<file path="config.mk">
export PLATFORM = sky130hd
export DESIGN_NAME = riscv_zero_fetch
export DESIGN_NICKNAME = d
export VERILOG_FILES = /design/src/rtl/riscv_zero_pkg.sv /design/src/rtl/riscv_zero_fetch_buffer.sv /design/src/rtl/riscv_zero_fetch.sv
export SDC_FILE = /design/constraint.sdc
export NUM_CORES = 1
export LEC_CHECK = 0
export BUFFER_PORTS_ARGS = -buffer_cell sky130_fd_sc_hd__clkbuf_2
export CORE_ASPECT_RATIO = 0.8
export CORE_MARGIN = 3
export CORE_UTILIZATION = 52
export DETAILED_ROUTE_END_ITERATION = 10
export PLACE_DENSITY_LB_ADDON = 0.25
export SYNTH_ARGS = -nofsm -noshare
export SYNTH_HDL_FRONTEND = slang
export SYNTH_HIERARCHICAL = 1
export SYNTH_SLANG_ARGS = --single-unit
</file>
<file path="constraint.sdc">
create_clock -name clk -period 3.7 [get_ports clk]
set_clock_uncertainty 0.15 [all_clocks]
set_input_delay 0.185 -clock clk [delete_from_list [all_inputs] [get_ports clk]]
set_output_delay 0.185 -clock clk [all_outputs]
set_load 0.1 [all_outputs]
</file>
<file path="src/rtl/riscv_zero_pkg.sv">
// Shared definitions for the riscv_zero core front end.
package riscv_zero_pkg;

  // Canonical NOP: addi x0, x0, 0.
  localparam logic [31:0] RV_NOP = 32'h0000_0013;

  localparam logic [31:0] DefaultResetPc = 32'h0000_0000;

  typedef enum logic [1:0] {
    StIdle,    // no request in flight
    StWait,    // request in flight, data will be kept
    StDiscard  // request in flight, data will be dropped
  } fetch_state_e;

endpackage

</file>
<file path="src/rtl/riscv_zero_fetch_buffer.sv">
// Two-entry FIFO of {pc, inst} pairs between fetch and decode.
// The head is read straight from storage, so it is registered.
module riscv_zero_fetch_buffer
  import riscv_zero_pkg::*;
(
  input  logic        clk,
  input  logic        reset,
  input  logic        push_i,
  input  logic [63:0] push_data_i,
  input  logic        pop_i,
  input  logic        flush_i,
  output logic [63:0] head_data_o,
  output logic [1:0]  count_o
);

  logic [63:0] mem_q [2];
  logic [63:0] mem_d [2];
  logic        rd_ptr_q, rd_ptr_d;
  logic        wr_ptr_q, wr_ptr_d;
  logic [1:0]  count_q, count_d;
  logic        do_push, do_pop;

  // Pointer/count update; flush wins over push and pop.
  always_comb begin
    mem_d    = mem_q;
    rd_ptr_d = rd_ptr_q;
    wr_ptr_d = wr_ptr_q;
    count_d  = count_q;
    do_pop   = pop_i && (count_q != 2'd0);
    // When full, a push is only accepted together with a pop (the slot frees this cycle).
    do_push  = push_i && ((count_q != 2'd2) || do_pop);
    if (flush_i) begin
      rd_ptr_d = 1'b0;
      wr_ptr_d = 1'b0;
      count_d  = 2'd0;
    end else begin
      if (do_push) begin
        mem_d[wr_ptr_q] = push_data_i;
        wr_ptr_d        = ~wr_ptr_q;
      end
      if (do_pop) begin
        rd_ptr_d = ~rd_ptr_q;
      end
      count_d = count_q + {1'b0, do_push} - {1'b0, do_pop};
    end
  end

  // Storage and pointer registers.
  always_ff @(posedge clk or posedge reset) begin
    if (reset) begin
      mem_q[0] <= '0;
      mem_q[1] <= '0;
      rd_ptr_q <= 1'b0;
      wr_ptr_q <= 1'b0;
      count_q  <= 2'd0;
    end else begin
      mem_q    <= mem_d;
      rd_ptr_q <= rd_ptr_d;
      wr_ptr_q <= wr_ptr_d;
      count_q  <= count_d;
    end
  end

  assign head_data_o = mem_q[rd_ptr_q];
  assign count_o     = count_q;

endmodule

</file>
<file path="src/rtl/riscv_zero_fetch.sv">
// Instruction fetch stage: owns the fetch PC, issues one outstanding imem request at a time,
// buffers returned words and handles redirects from execute.
module riscv_zero_fetch
  import riscv_zero_pkg::*;
#(
  parameter logic [31:0] RESET_PC = DefaultResetPc
) (
  input  logic        clk,
  input  logic        reset,
  output logic        imem_req_o,
  output logic [31:0] imem_addr_o,
  input  logic        imem_ack_i,
  input  logic [31:0] imem_rdata_i,
  input  logic        redirect_i,
  input  logic [31:0] redirect_pc_i,
  input  logic        stall_i,
  output logic [31:0] inst_data_o,
  output logic [31:0] pc_out_o,
  output logic        inst_valid_o
);

  fetch_state_e state_q, state_d;
  // addr_q is the in-flight address, or the next address to fetch while idle.
  logic [31:0]  addr_q, addr_d;
  // Pending redirect target while the dropped request drains.
  logic [31:0]  target_q, target_d;
  logic         req_q, req_d;

  logic [31:0]  redirect_tgt;
  logic         ack_ok;
  logic         push, pop, flush;
  logic [1:0]   count;
  logic [1:0]   count_after;
  logic         can_issue;
  logic [63:0]  head_data;

  assign redirect_tgt = redirect_pc_i & ~32'd3;

  // Handshake decode: what the queue does this cycle and whether another request fits.
  always_comb begin
    // Acks without an outstanding request are stale and ignored.
    ack_ok      = imem_ack_i && req_q;
    flush       = redirect_i;
    pop         = inst_valid_o && !stall_i && !redirect_i;
    push        = (state_q == StWait) && ack_ok && !redirect_i;
    count_after = count + {1'b0, push} - {1'b0, pop};
    can_issue   = (count_after <= 2'd1);
  end

  // State register.
  always_ff @(posedge clk or posedge reset) begin
    if (reset) begin
      state_q  <= StIdle;
      addr_q   <= RESET_PC;
      target_q <= RESET_PC;
      req_q    <= 1'b0;
    end else begin
      state_q  <= state_d;
      addr_q   <= addr_d;
      target_q <= target_d;
      req_q    <= req_d;
    end
  end

  // Next-state and fetch PC logic.
  always_comb begin
    state_d  = state_q;
    addr_d   = addr_q;
    target_d = target_q;
    unique case (state_q)
      StIdle: begin
        if (redirect_i) begin
          addr_d  = redirect_tgt;
          state_d = StWait;
        end else if (can_issue) begin
          state_d = StWait;
        end
      end
      StWait: begin
        if (redirect_i) begin
          if (ack_ok) begin
            addr_d  = redirect_tgt;
            state_d = StWait;
          end else begin
            // The in-flight request cannot be aborted; keep its address and drop its data.
            target_d = redirect_tgt;
            state_d  = StDiscard;
          end
        end else if (ack_ok) begin
          addr_d  = addr_q + 32'd4;
          state_d = can_issue ? StWait : StIdle;
        end
      end
      StDiscard: begin
        if (ack_ok) begin
          addr_d  = redirect_i ? redirect_tgt : target_q;
          state_d = StWait;
        end else if (redirect_i) begin
          target_d = redirect_tgt;
        end
      end
      default: begin
        state_d = StIdle;
      end
    endcase
  end

  // Output logic: request flag follows the next state so imem_req is registered.
  always_comb begin
    req_d        = (state_d != StIdle);
    inst_valid_o = (count != 2'd0);
    inst_data_o  = inst_valid_o ? head_data[31:0]  : RV_NOP;
    pc_out_o     = inst_valid_o ? head_data[63:32] : 32'h0;
  end

  assign imem_req_o  = req_q;
  assign imem_addr_o = addr_q;

  riscv_zero_fetch_buffer u_buffer (
    .clk         (clk),
    .reset       (reset),
    .push_i      (push),
    .push_data_i ({addr_q, imem_rdata_i}),
    .pop_i       (pop),
    .flush_i     (flush),
    .head_data_o (head_data),
    .count_o     (count)
  );

endmodule

</file>
* After elaboration in Yosys (flattened, before gate mapping)
Index checks and enable logic that the tools add are counted.
W data, S select, Z words.
** Word-level totals
- Logic and storage cells :: 85
- Output and inout port bits :: 98
- Register bits :: 199
- Input port bits :: 69
** Operators by class
- Add/subtract/negate cells :: 5
- Order comparisons :: 4
- Multiplexer cells :: 32
- Reductions and logical operators :: 21
- Bitwise gates (word level) :: 5
- Equality and inequality tests :: 9
** Operator list (number)
- $mux W32 :: 11
- $mux W64 :: 4
- $bwmux W128 :: 1
- $pmux W32 S3 :: 1
- $demux W64 S1 :: 1
- $pmux W32 S2 :: 1
- $add A32 B3 Y32 const B :: 1
- $mux W2 :: 7
- $ne A2 B2 Y1 const B :: 7
- $reduce_bool A2 Y1 :: 5
- $logic_and A1 B1 Y1 :: 8
- $reduce_and A4 Y1 :: 2
- $pmux W2 S3 :: 1
- $mux W1 :: 5
- $add A2 B1 Y2 :: 2
- $ge A2 B2 Y1 const B :: 2
- $not A1 Y2 :: 2
- $sub A2 B1 Y2 :: 2
- $not A1 Y1 :: 3
- $reduce_bool A3 Y1 :: 1
- $eq A2 B1 Y1 const B :: 1
- $eq A2 B2 Y1 const B :: 1
- $le A2 B1 Y1 const B :: 1
- $logic_not A1 Y1 :: 2
- 4 further kinds :: 4

* Logic depth before layout (Yosys ltp)
- Word-level depth :: 11
- Gate-level depth with buffers :: 13
- Gate-level depth less buffers :: 10

* Hierarchy
The synthesis kept the hierarchy.
** Modules (own cells, without submodules)
- riscv_zero_fetch_buffer :: seq. area each 3303.2 um2, area an instance 5973.2 um2, instances 1, cells an instance 364
- riscv_zero_fetch :: seq. area each 1676.6 um2, area an instance 4545.6 um2, instances 1, cells an instance 522

* Least setup slack after synthesis
Ideal clock, no wire load.
- Kind :: reg2out
- Start point :: register u_buffer.count_q[1], in the netlist u_buffer/count_o[1]
- End point :: output pc_out_o[22]
- Data required time :: 3.365 ns
- Buffers on the path :: 1
- Cell stages (with the launch flop) :: 4
- Arrival :: 2.371 ns
- Slack :: 0.994 ns
- Cells stage by stage :: dfrtp_1 -> or2_2 -> clkbuf_1 -> and2_1
** On the way
- Word-level cells in the longest chain between the ends :: 2
** Ends and longest elaborated chain
- start, declared :: line riscv_zero_fetch_buffer.sv:20 : logic [1:0] count_q, count_d;
- start signal, assigned :: line riscv_zero_fetch_buffer.sv:60 : count_q <= count_d;
- $reduce_bool A2 Y1 :: line riscv_zero_fetch.sv:111 : inst_valid_o = (count != 2'd0);
- net inst_valid_o :: line riscv_zero_fetch.sv:19 : output logic inst_valid_o
- $mux W32 :: line riscv_zero_fetch.sv:113 : pc_out_o = inst_valid_o ? head_data[63:32] : 32'h0;
- end, declared :: line riscv_zero_fetch.sv:18 : output logic [31:0] pc_out_o,
The timed path passes the listed nets, and every way through them passes these cells.

* Final worst setup path
- Start point :: register state_q[1]
- End point :: register u_buffer/mem_q[39] (netlist bit)
** On the way
- Word-level cells in the longest chain between the ends :: 5
** Ends and longest elaborated chain
- start, declared :: line riscv_zero_fetch.sv:22 : fetch_state_e state_q, state_d;
- start signal, assigned :: line riscv_zero_fetch.sv:53 : state_q <= StIdle;
- start signal, assigned :: line riscv_zero_fetch.sv:58 : state_q <= state_d;
- $eq A2 B1 Y1 :: line riscv_zero_fetch.sv:45 : push = (state_q == StWait) && ack_ok && !redirect_i;
- $logic_and A1 B1 Y1 (2 in series) :: line riscv_zero_fetch.sv:45
- net push :: line riscv_zero_fetch.sv:31 : logic push, pop, flush;
- $logic_and A1 B1 Y1 :: line riscv_zero_fetch_buffer.sv:31 : do_push = push_i && ((count_q != 2'd2) || do_pop);
- $reduce_and A2 Y1 (no line)
- end signal, assigned :: line riscv_zero_fetch_buffer.sv:57 : mem_q <= mem_d;
- end, declared :: line riscv_zero_fetch_buffer.sv:16 : logic [63:0] mem_q [2];
The timed path passes the listed nets, and every way through them passes these cells.
A chain may end at the register's enable or synchronous reset.

==> results.toml <==
[run_status]
status = "finished clean"

[timing]
period_share_pct = 83.9
slew_headroom_pct = 26.5
clock.fmax_mhz = 322
tns_ns = 0
setup_viol = 0
period_needed_ns = 3.11
hold_viol = 0
final-max-slew-violation-count = 0
setup_slack_ns = 0.595
rsz0062_at_grt = "false"
tightest_slew_ns = 1.10

[cts]
cts_tree = "done"
cts.sinks = 199
clockBufferDepth = 2
cts-root-buf = "clkbuf_16"
cts_buffers = 17
clkLatencyLatePin_ns = 0.44
postCtsResizedCells = 0
clkTransAtPathRegs_ns = 0.08
cts_max_level = 4
ctsHoldBuffers = 63
post_cts.repair.setup_buffers = 0

[logic_synthesis]
syn-mean-instance-area_um2 = 11.9
ys_warn_count = 6
netlist_area_um2 = 10500
ys_seq_elements = 199
ys.flop_type = "dfrtp_1"
synth_edf_count = 0
yosysSeqAreaShare_pct = 47.3
synthCells = 886
syn_nets = 963
synth.distinct_cells = 64
async_flop_share_pct = 100

[hold_path]
worstHoldPathCells = 5
hp-class = "input port to flop"
whs_endpoint = "u_buffer/rd_ptr_q"
hp-start = "stall_i"

[layout]
num-fill-cells = 1501
num-nets-final = 1167
regArea_um2 = 4980
layout-drive-gt1-share_pct = 40.5
multi_input_area_um2 = 5190
diodes = 0
area_growth_pct = 21.5

[floorplan]
dieArea_um2 = 22000
die_y_um = 133
dieWidth_um = 165
row_count = 45
io_pins = 167
core_area_um2 = 19400
initial_core_util_pct = 54.2

[route]
num_vias = 7810
drt-pass1-iter-count = 8
drt_iter0_drc = 640
antenna_left = 0
wirelength_um = 26200
drc = 0
wl_per_cell_um = 19.2
via_per_inst = 5.74

[placement]
dp_slack_ns = 0.653
gp_congestion = 0.911
dpl.hpwl_um = 17300
portBuffers = 164

[critical_path]
cpMaxStageDelayCell = "and4b_4"
rr_worst_depth = 7
cp.required_ns = 3.87
rrSetupSlack_ns = 0.59
r2r-end = "u_buffer/mem_q[39]"
crit_chain = "inv_1 -> ha_1 -> nand2b_4 -> nor2_1 -> and4b_4 -> buf_12 -> mux2_1"
crit_arrival_ns = 3.28
crit_fanout = 28
cp-end-kind = "flop"
critPathLaunchType = "flop"
path_delay_family = "simple AND/OR/NAND/NOR gates"
criticalPathCategory = "flop to flop"
path_buf_inv = 2
worstReg2RegStart = "state_q[1]"
slowest_delay_ns = 0.54

[flow_run]
drv_cap = 0

[global_routing]
gr-total-overflow = 0
grt_pass1_wl_um = 42300
grt_start_max_net_pins = 66
grt.total_usage_pct = 24.3
antenna_found_initial = 0
first_global_vias = 7961

[power]
vdd_drop_max_mv = 0.634
power_density_nw_per_um2 = 910
leakagePower_uw = 0.00587
per-layer routing:
metal  track usage (%)  part of all wire, %
met4              7.17                  1.3
met1              35.7                   48
met5                 0                    0
met3              5.00                  6.5
met2              36.3                   45
final cells by class:
type	instances	area share, %
Multi-Input combinational cell	615	40.6
Sequential cell	199	39.0
Timing Repair Buffer	244	12.7
Clock buffer	17	3.33
Tap cell	258	2.53
Clock inverter	15	1.41
Inverter	13	0.411
stage by stage:
stage / cell area [um^2] / power, uW / util (%) / hold slack [ns] / std cells
2_1_floorplan: 10500 / 8450 / - / 0.101 / 886
3_3_place_gp: 11500 / 9520 / 59.4 / 0.0623 / 1266
3_5_place_dp: 11500 / 9670 / 59.4 / 0.0697 / 1266
4_1_cts: 12800 / 11700 / 65.8 / 0.0814 / 1361
5_1_grt: 12800 / 12300 / 65.8 / 0.107 / 1361
6_report: 12800 / 11600 / 65.8 / 0.0954 / 1361
flip-flops by register name, indices dropped and copies added (netlist names):
| register | cells |
|---|---|
| target_q | 32 |
| u_buffer/rd_ptr_q | 1 |
| imem_req_o | 1 |
| u_buffer/wr_ptr_q | 1 |
| u_buffer/mem_q | 128 |
| state_q | 2 |
| u_buffer/count_o | 2 |
| imem_addr_o | 32 |
cell usage in the layout (no fill, tap or decap), drive strengths merged, types with 3 or more instances in the layout:
cell / synthesis / routed
mux2: 226 / 226
dfrtp: 199 / 199
clkbuf: 34 / 181
and2: 71 / 71
dlygate4sd3: 0 / 63
nor2: 49 / 49
o21ai: 44 / 44
nand2: 32 / 32
nand3: 21 / 21
inv: 13 / 19
buf: 25 / 17
nor3: 16 / 16
nand4: 13 / 13
a221oi: 13 / 13
a21oi: 10 / 10
ha: 8 / 8
a22oi: 6 / 6
o22ai: 6 / 6
a221o: 6 / 6
nand2b: 6 / 6
clkinv: 0 / 6
a31oi: 5 / 5
and4: 5 / 5
and3: 5 / 5
o211ai: 5 / 5
nor4: 5 / 5
mux2i: 5 / 5
xor2: 4 / 4
or4: 4 / 4
nor2b: 3 / 3
or3: 3 / 3
xnor2: 3 / 3
a222oi: 3 / 3
o31ai: 3 / 3
o31a: 3 / 3
cells by family after synthesis:
group | after synthesis | synth area share (%)
flip-flops | 199 | 47.3
adder cells (fa/ha/maj) | 8 | 0.952
AND/OR/NAND/NOR | 242 | 12.5
multiplexers | 231 | 26.8
buffers and inverters | 72 | 3.49
AO/OA/AOI/OAI | 127 | 8.31
XOR/XNOR | 7 | 0.583
worst max-delay path by stage:
stage                         from                  to  cells past startpoint
6_report                state_q[1]  u_buffer/mem_q[39]                      7
4_1_cts                 state_q[1]  u_buffer/mem_q[39]                      7
3_3_place_gp            state_q[1]  u_buffer/mem_q[39]                      7
5_1_grt                 state_q[1]  u_buffer/mem_q[39]                      7
3_5_place_dp            state_q[1]  u_buffer/mem_q[39]                      7
2_1_floorplan  u_buffer/count_o[1]        pc_out_o[22]                      3
power by group:
group | switching, uW | leakage (uW) | internal (uW)
Combinational | 3770 | 0.00306 | 1990
Sequential | 849 | 0.00251 | 3140
Clock | 916 | 0.000294 | 971
synthesized netlist by cell type (6+ instances only):
library cell	count	area [um^2]
o21ai_0	44	220
buf_2	8	40.0
ha_1	8	100
mux2_4	60	901
nand2_1	32	120
inv_1	13	48.8
a22oi_1	6	45.0
a21oi_1	10	50.1
nand4_1	13	81.3
a221oi_1	13	114
clkbuf_1	34	128
mux2_2	162	1820
and2_1	70	438
dfrtp_1	199	4980
o22ai_1	6	37.5
nor2_1	49	184
a221o_1	6	60.1
buf_6	9	101
nand3_1	21	105
nor3_1	15	75.1
worst reg2reg max path: stages, from the launching register on:
cell	delay (ns)
dfrtp_1	0.41
inv_1	0.10
ha_1	0.43
nand2b_4	0.29
nor2_1	0.42
and4b_4	0.54
buf_12	0.30
mux2_1	0.36
No activity file was read; power rests on OpenSTA's default activity.
